--- config.mk ---
export PLATFORM = sky130hd
export DESIGN_NAME = halt_dump_ctrl
export DESIGN_NICKNAME = d
export VERILOG_FILES = /design/src/rtl/halt_dump_ctrl.sv
export SDC_FILE = /design/constraint.sdc
export NUM_CORES = 1
export LEC_CHECK = 0
export ABC_AREA = 0
export BUFFER_PORTS_ARGS = -buffer_cell sky130_fd_sc_hd__buf_4
export CAP_MARGIN = 30
export CORE_MARGIN = 10
export CORE_UTILIZATION = 33
export CTS_BUF_LIST = sky130_fd_sc_hd__clkbuf_2
export CTS_CLUSTER_DIAMETER = 50
export CTS_CLUSTER_SIZE = 25
export DETAILED_ROUTE_END_ITERATION = 10
export SKIP_CTS_REPAIR_TIMING = 1
export SLEW_MARGIN = 30
export SYNTH_ARGS = -nofsm -noshare
export SYNTH_HDL_FRONTEND = slang
export SYNTH_SLANG_ARGS = --single-unit
--- constraint.sdc ---
create_clock -name clk -period 6.05 [get_ports clk]
set_input_delay 0.3025 -clock clk [delete_from_list [all_inputs] [get_ports clk]]
set_output_delay 0.3025 -clock clk [all_outputs]
set_load 0.02 [all_outputs]
--- src/rtl/halt_dump_ctrl.sv ---
// Halt detection and end-of-program data-memory dump controller.
// Freezes fetch on the halt word, drains the pipeline, then streams memory out over valid/ready.
module halt_dump_ctrl #(
    parameter logic [31:0] HALT_WORD    = 32'hFFFFFFFF,
    parameter int          DRAIN_CYCLES = 4,
    parameter int          MEM_DEPTH    = 512,
    parameter int          ADDR_W       = 9
) (
    input  logic              clk,
    input  logic              rst_n,
    input  logic [31:0]       instruction,
    input  logic              if_valid,
    output logic              halt_stall,
    output logic              show_en,
    output logic              mem_rd_en,
    output logic [ADDR_W-1:0] mem_rd_addr,
    input  logic [31:0]       mem_rd_data,
    output logic              dump_valid,
    input  logic              dump_ready,
    output logic [31:0]       dump_data,
    output logic [ADDR_W-1:0] dump_addr,
    output logic              done
);

    typedef enum logic [2:0] {
        RUN,
        DRAIN,
        DUMP_RD,
        DUMP_CAP,
        DUMP_OUT,
        DONE
    } state_t;

    localparam logic [7:0]        DRAIN_LOAD = 8'(DRAIN_CYCLES - 1);
    localparam logic [ADDR_W-1:0] LAST_ADDR  = ADDR_W'(MEM_DEPTH - 1);

    state_t            state_reg, state_next;
    logic [7:0]        cnt_reg, cnt_next;
    logic [ADDR_W-1:0] addr_reg, addr_next;
    logic [31:0]       dump_data_reg, dump_data_next;
    logic [ADDR_W-1:0] dump_addr_reg, dump_addr_next;

    always_ff @(posedge clk or negedge rst_n) begin
        if (!rst_n) begin
            state_reg     <= RUN;
            cnt_reg       <= '0;
            addr_reg      <= '0;
            dump_data_reg <= '0;
            dump_addr_reg <= '0;
        end else begin
            state_reg     <= state_next;
            cnt_reg       <= cnt_next;
            addr_reg      <= addr_next;
            dump_data_reg <= dump_data_next;
            dump_addr_reg <= dump_addr_next;
        end
    end

    // Every output is decoded from registered state only; inputs steer next-state alone.
    always_comb begin
        state_next     = state_reg;
        cnt_next       = cnt_reg;
        addr_next      = addr_reg;
        dump_data_next = dump_data_reg;
        dump_addr_next = dump_addr_reg;
        halt_stall     = 1'b1;
        show_en        = 1'b0;
        mem_rd_en      = 1'b0;
        dump_valid     = 1'b0;
        done           = 1'b0;

        unique case (state_reg)
            RUN: begin
                halt_stall = 1'b0;
                if (if_valid && instruction == HALT_WORD) begin
                    state_next = DRAIN;
                    cnt_next   = DRAIN_LOAD;
                end
            end
            DRAIN: begin
                if (cnt_reg == 8'd0) begin
                    state_next = DUMP_RD;
                    addr_next  = '0;
                end else begin
                    cnt_next = cnt_reg - 8'd1;
                end
            end
            DUMP_RD: begin
                show_en    = 1'b1;
                mem_rd_en  = 1'b1;
                state_next = DUMP_CAP;
            end
            DUMP_CAP: begin
                show_en        = 1'b1;
                dump_data_next = mem_rd_data;
                dump_addr_next = addr_reg;
                state_next     = DUMP_OUT;
            end
            DUMP_OUT: begin
                show_en    = 1'b1;
                dump_valid = 1'b1;
                if (dump_ready) begin
                    if (addr_reg == LAST_ADDR) begin
                        state_next = DONE;
                    end else begin
                        addr_next  = addr_reg + 1'b1;
                        state_next = DUMP_RD;
                    end
                end
            end
            DONE: begin
                show_en = 1'b1;
                done    = 1'b1;
            end
            default: begin
                state_next = RUN;
            end
        endcase
    end

    assign mem_rd_addr = addr_reg;
    assign dump_data   = dump_data_reg;
    assign dump_addr   = dump_addr_reg;

endmodule

; Word level (Yosys, flattened, before mapping)
; Cells that the tools add are included.
[classes]
addsub = 2
mul = 0
div = 0
n_lt_le_gt_ge = 0
n_eq_ne = 12
n_shift = 0
mux = 17
n_bitwise = 1
reduce_logical = 9
[op_table]
columns = op, n
row1 = == test 32 bit (second input constant), 1
row2 = 2-to-1 mux 9 bit, 3
row3 = case mux 3 bit (6 select lines), 1
row4 = case mux 9 bit (2 select lines), 1
row5 = 2-to-1 mux 8 bit, 2
row6 = case mux 8 bit (2 select lines), 1
row7 = 2-to-1 mux 3 bit, 4
row8 = != test 2 bit (second input constant), 5
row9 = adder 9 x 1 -> 9 bit (second input constant), 1
row10 = == test 9 bit (second input constant), 1
row11 = logical NOT 8 bit, 1
row12 = AND reduction 4 bit, 2
row13 = subtractor 8 x 1 -> 8 bit (second input constant), 1
row14 = == test 3 x 2 -> 1 bit (second input constant), 2
row15 = == test 3 bit (second input constant), 2
row16 = 2-to-1 mux 1 bit, 5
row17 = nonzero test 2 bit, 2
row18 = OR reduction 4 bit, 1
row19 = == test 3 x 1 -> 1 bit (second input constant), 1
row20 = logical NOT 3 bit, 1
row21 = AND reduction 3 bit, 1
row22 = logical AND 1 bit, 1
row23 = NOT 1 bit, 1
[totals]
reg_bits = 61
latch_bits = 0
ramBits = 0
mem_bits_ro = 0
in_bits = 68
output_inout_bits = 55
elab_cells = 46
n_memories = 0

; Depth between registers and ports, before layout
[logic_depth]
word_depth = 4
ltp_mapped = 8
ltp_nobuf = 8

; Least setup slack after synthesis
; No wires, ideal clock.
[synth_path]
kind = register to register
from = reg addr_reg[0], in the netlist mem_rd_addr[0]
to = reg addr_reg[7], in the netlist mem_rd_addr[7]
setup_time_ns = 0.083
arrival_ns = 2.144
required_ns = 5.967
setup_slack_ns = 3.824
path_stages_with_launch = 9
path_buffers = 0
period_less_slack_ns = 2.226
cell_sequence = dfrtp_1 -> ha_1 -> nand3_1 -> nor2_1 -> ha_1 -> nor4b_4 -> o211ai_2 -> or4_1 -> o21ai_0
[synth_between]
elab_chain_cells = 4
word_cells_on_any_way = 7
classes_between = add/sub: 1 / eq/ne: 2 / mux: 3 / reduce/logical: 1
[synth_rtl]
columns = item, line_no
row1 = "start, declared", 39  ; logic [ADDR_W-1:0] addr_reg, addr_next;
row2 = "start signal, assigned", 53  ; addr_reg <= addr_next;
row3 = adder 9 x 1 -> 9 bit, 106  ; addr_next = addr_reg + 1'b1;
row4 = 2-to-1 mux 9 bit, 103  ; if (addr_reg == LAST_ADDR) begin
row5 = 2-to-1 mux 9 bit, 102  ; if (dump_ready) begin
row6 = case mux 9 bit (2 select lines), 72  ; unique case (state_reg)
; Several ways; a longest one is shown, not always the timed one. The select of a mux whose other input is x is not followed.
; A chain may end at the register's enable or synchronous reset.

; Final worst setup path
; Same ends and word-level chain as after synthesis.

==> flow_metrics.tcl <==
set metrics [dict create \
    hold_violations 0 \
    skew_ns 0.02288 \
    vias 2473 \
    numCtsBuffers 9 \
    clk_pin_slew_worst_paths_ns 0.19 \
    synth_top_family_by_area "simple AND/OR/NAND/NOR gates" \
    slew_viol_final 0 \
    diodes 0 \
    ios 123 \
    arrival_ns 2.79 \
    finalNonFillerCells 498 \
    placed_area_sq_um 3939 \
    syn_inst 240 \
    largest_register_ffs 32 \
    yosys_warnings 0 \
    period_minus_slack_ns 2.379 \
    row_count 34 \
    synth_simple_gate_area_share_pct 16.89 \
    drive_above_1_share_pct 49.23 \
    detail_route.wl_per_cell_microns 15.94 \
    grt_pass1_vias 2550 \
    reg2reg_depth 8 \
    fin_crit_sh_pct 39.33 \
    synth-main-ff-cell "dfrtp_1" \
    power_density_nw_per_um2 190.4 \
    synth_xor_area_share_pct 0.2979 \
    nNetsFinal 457 \
    nFillCells 840 \
    path_depth 8 \
    antenna_found_initial 0 \
    grt_usage_pct 11.66 \
    path_max_fanout 6 \
    clock_sinks 61 \
    post-dp-hpwl_microns 5781 \
    setup_violations 0 \
    synth-compound-area-share_pct 9.447 \
    fmax_ghz 0.4203 \
    crit_path_end_kind "register" \
    ys_seq_area_share_pct 51.91 \
    critPathBufInv 0 \
    cts_buffer_depth 2 \
    grt_start_max_net_pins 62 \
    rsz0062_at_grt "false" \
    worstSetupPathType "register to register" \
    fp.dieW_microns 114.4 \
    reg2reg_slack_ns 3.67 \
    worstPathCellList "ha_1 -> nand3_1 -> nor2_1 -> ha_1 -> nor4b_4 -> o211ai_2 -> or4_1 -> o21ai_0" \
    drc 0 \
    syn_area_sq_um 2940 \
    synthMuxAreaShare_pct 16.77 \
    critPathMaxStageDelay_ns 0.49 \
    start_util_pct 33.88 \
    first_pass_iters 4 \
    power_leakage_nw 2.037 \
    clock_latency_ns 0.48 \
    whs_path_depth 2 \
    cts_tree "built" \
    crit_path_start_kind "register" \
    drtIter0Drc 147 \
    crit_path_top_delay_cell "or4_1" \
    pre_cts_ws_ns 3.769 \
    ant_nets 0 \
    overflow 0 \
    postLayoutCellArea_sq_um 4302 \
    post_drt_via_cell_ratio 4.966 \
    grt_pass1_wl_microns 12480 \
    gp_congestion 0.7870 \
    crit_top_cell "ha_1" \
    synth_edf_count 0 \
    ir_worst_vdd_uv 110.0 \
    drt-total-wl_microns 7940 \
    worst_slew_pin_slew_ns 0.7854 \
    maxCapViolations 0 \
    finalSetupTns_ns 0 \
    portBuffers 122 \
    clockRootBuffer "clkbuf_2" \
    hp-class "input pin to register" \
    avgSynthCellArea_sq_um 12.25 \
    relSlewSlack_pct 47.64 \
    post-place-cells 460 \
    ys_async_sr_fraction_pct 100.0 \
    ys_seq_elements 61 \
    cp_top_family "simple AND/OR/NAND/NOR gates" \
    syn2layout_area_growth_pct 46.30 \
    outcome "finished clean" \
    crit_required_ns 6.46 \
    final_util_pct 49.57 \
    core_sq_um 8678 \
    fin_ws_ns 3.671 \
    die_y_microns 114.4 \
    synth.net_count 312 \
    synth-adder-area-share_pct 1.702 \
    synth_cell_type_count 47 \
    die_area_sq_um 13090 \
    htree_levels 3 \
]
## layout make-up
cell class / instances / area, sq um / share of cell area (%)
Multi-Input combinational cell: 163 / 1339 / 31.12
Sequential cell: 61 / 1526 / 35.49
Inverter: 6 / 22.52 / 0.5236
Timing Repair Buffer: 144 / 1136 / 26.41
Clock buffer: 9 / 45.04 / 1.047
Tap cell: 108 / 135.1 / 3.141
Clock inverter: 7 / 97.59 / 2.269
## cell usage in the layout (no fill, tap or decap), types with 3 or more instances in the layout
master         count
buf_4            122
and3_1             3
nor3_1             3
dlygate4sd3_1     22
nor4b_4            3
nor4_1             3
o21ai_0           10
dfrtp_1           61
mux2_2            42
a21oi_1            6
o22ai_1            5
or4_1              3
clkbuf_2           9
nor2_1             8
nand2_1           17
inv_1              6
ha_1               4
or3_1              8
nand3_1            5
nand4_1            7
o31ai_1            5
## through the flow
stage | power [mW] | hold slack [ns]
floorplan | 0.4558 | 0.006909
global placement | 0.5162 | 0.4439
detailed placement | 0.5179 | 0.4355
CTS | 0.8225 | -0.1524
global route | 0.8609 | -0.008576
finish | 0.8190 | 0.04211
## power by group
group	total (mW)	leakage, nW	internal (mW)	switching, mW
Combinational	0.0957	1.23	0.0579	0.0378
Clock	0.299	0.0801	0.138	0.161
Sequential	0.424	0.726	0.419	0.00552
Total	0.819	2.04	0.615	0.204
## per-layer routing
metal | share of wire (%) | vias to the layer above | track usage (%)
li1 | - | 1183 | -
met4 | 0.64 | 0 | 4.511
met5 | 0 | - | 0
met3 | 12 | 5 | 5.922
met1 | 43 | 1184 | 14.32
met2 | 45 | 101 | 16.99
## cells by family after synthesis
group / Yosys count
AOI/OAI and AO/OA: 40
muxes: 44
DFF: 61
and+or+nand+nor: 74
adders and majority gates: 4
buffers and inverters: 16
xor gates and xnor gates: 1
## cells in the mapped netlist, drive strengths merged (4+ instances only)
library cell	count	area share, %
buf	10	2.2
nand2	17	2.2
mux2	42	16
or3	9	2.1
nor4b	4	2.9
dfrtp	61	52
nor2	8	1.0
nand4	7	1.5
nand3	6	1.0
o21ai	12	2.6
o31ai	5	1.3
a21oi	7	1.3
inv	6	0.77
o22ai	5	1.1
ha	4	1.7
## final timing paths
| kind | start | end |
|---|---|---|
| min in group asynchronous | rst_n | dump_data[17] |
| hold / removal | mem_rd_data[30] | dump_data[30] |
| setup reg to reg | mem_rd_addr[0] | mem_rd_addr[7] |
| max in group asynchronous | rst_n | dump_addr[8] |
| hold reg to reg | dump_data[9] | dump_data[9] |
| setup / recovery | mem_rd_addr[0] | mem_rd_addr[7] |
Note: power is estimated with default switching activity, not from simulation.
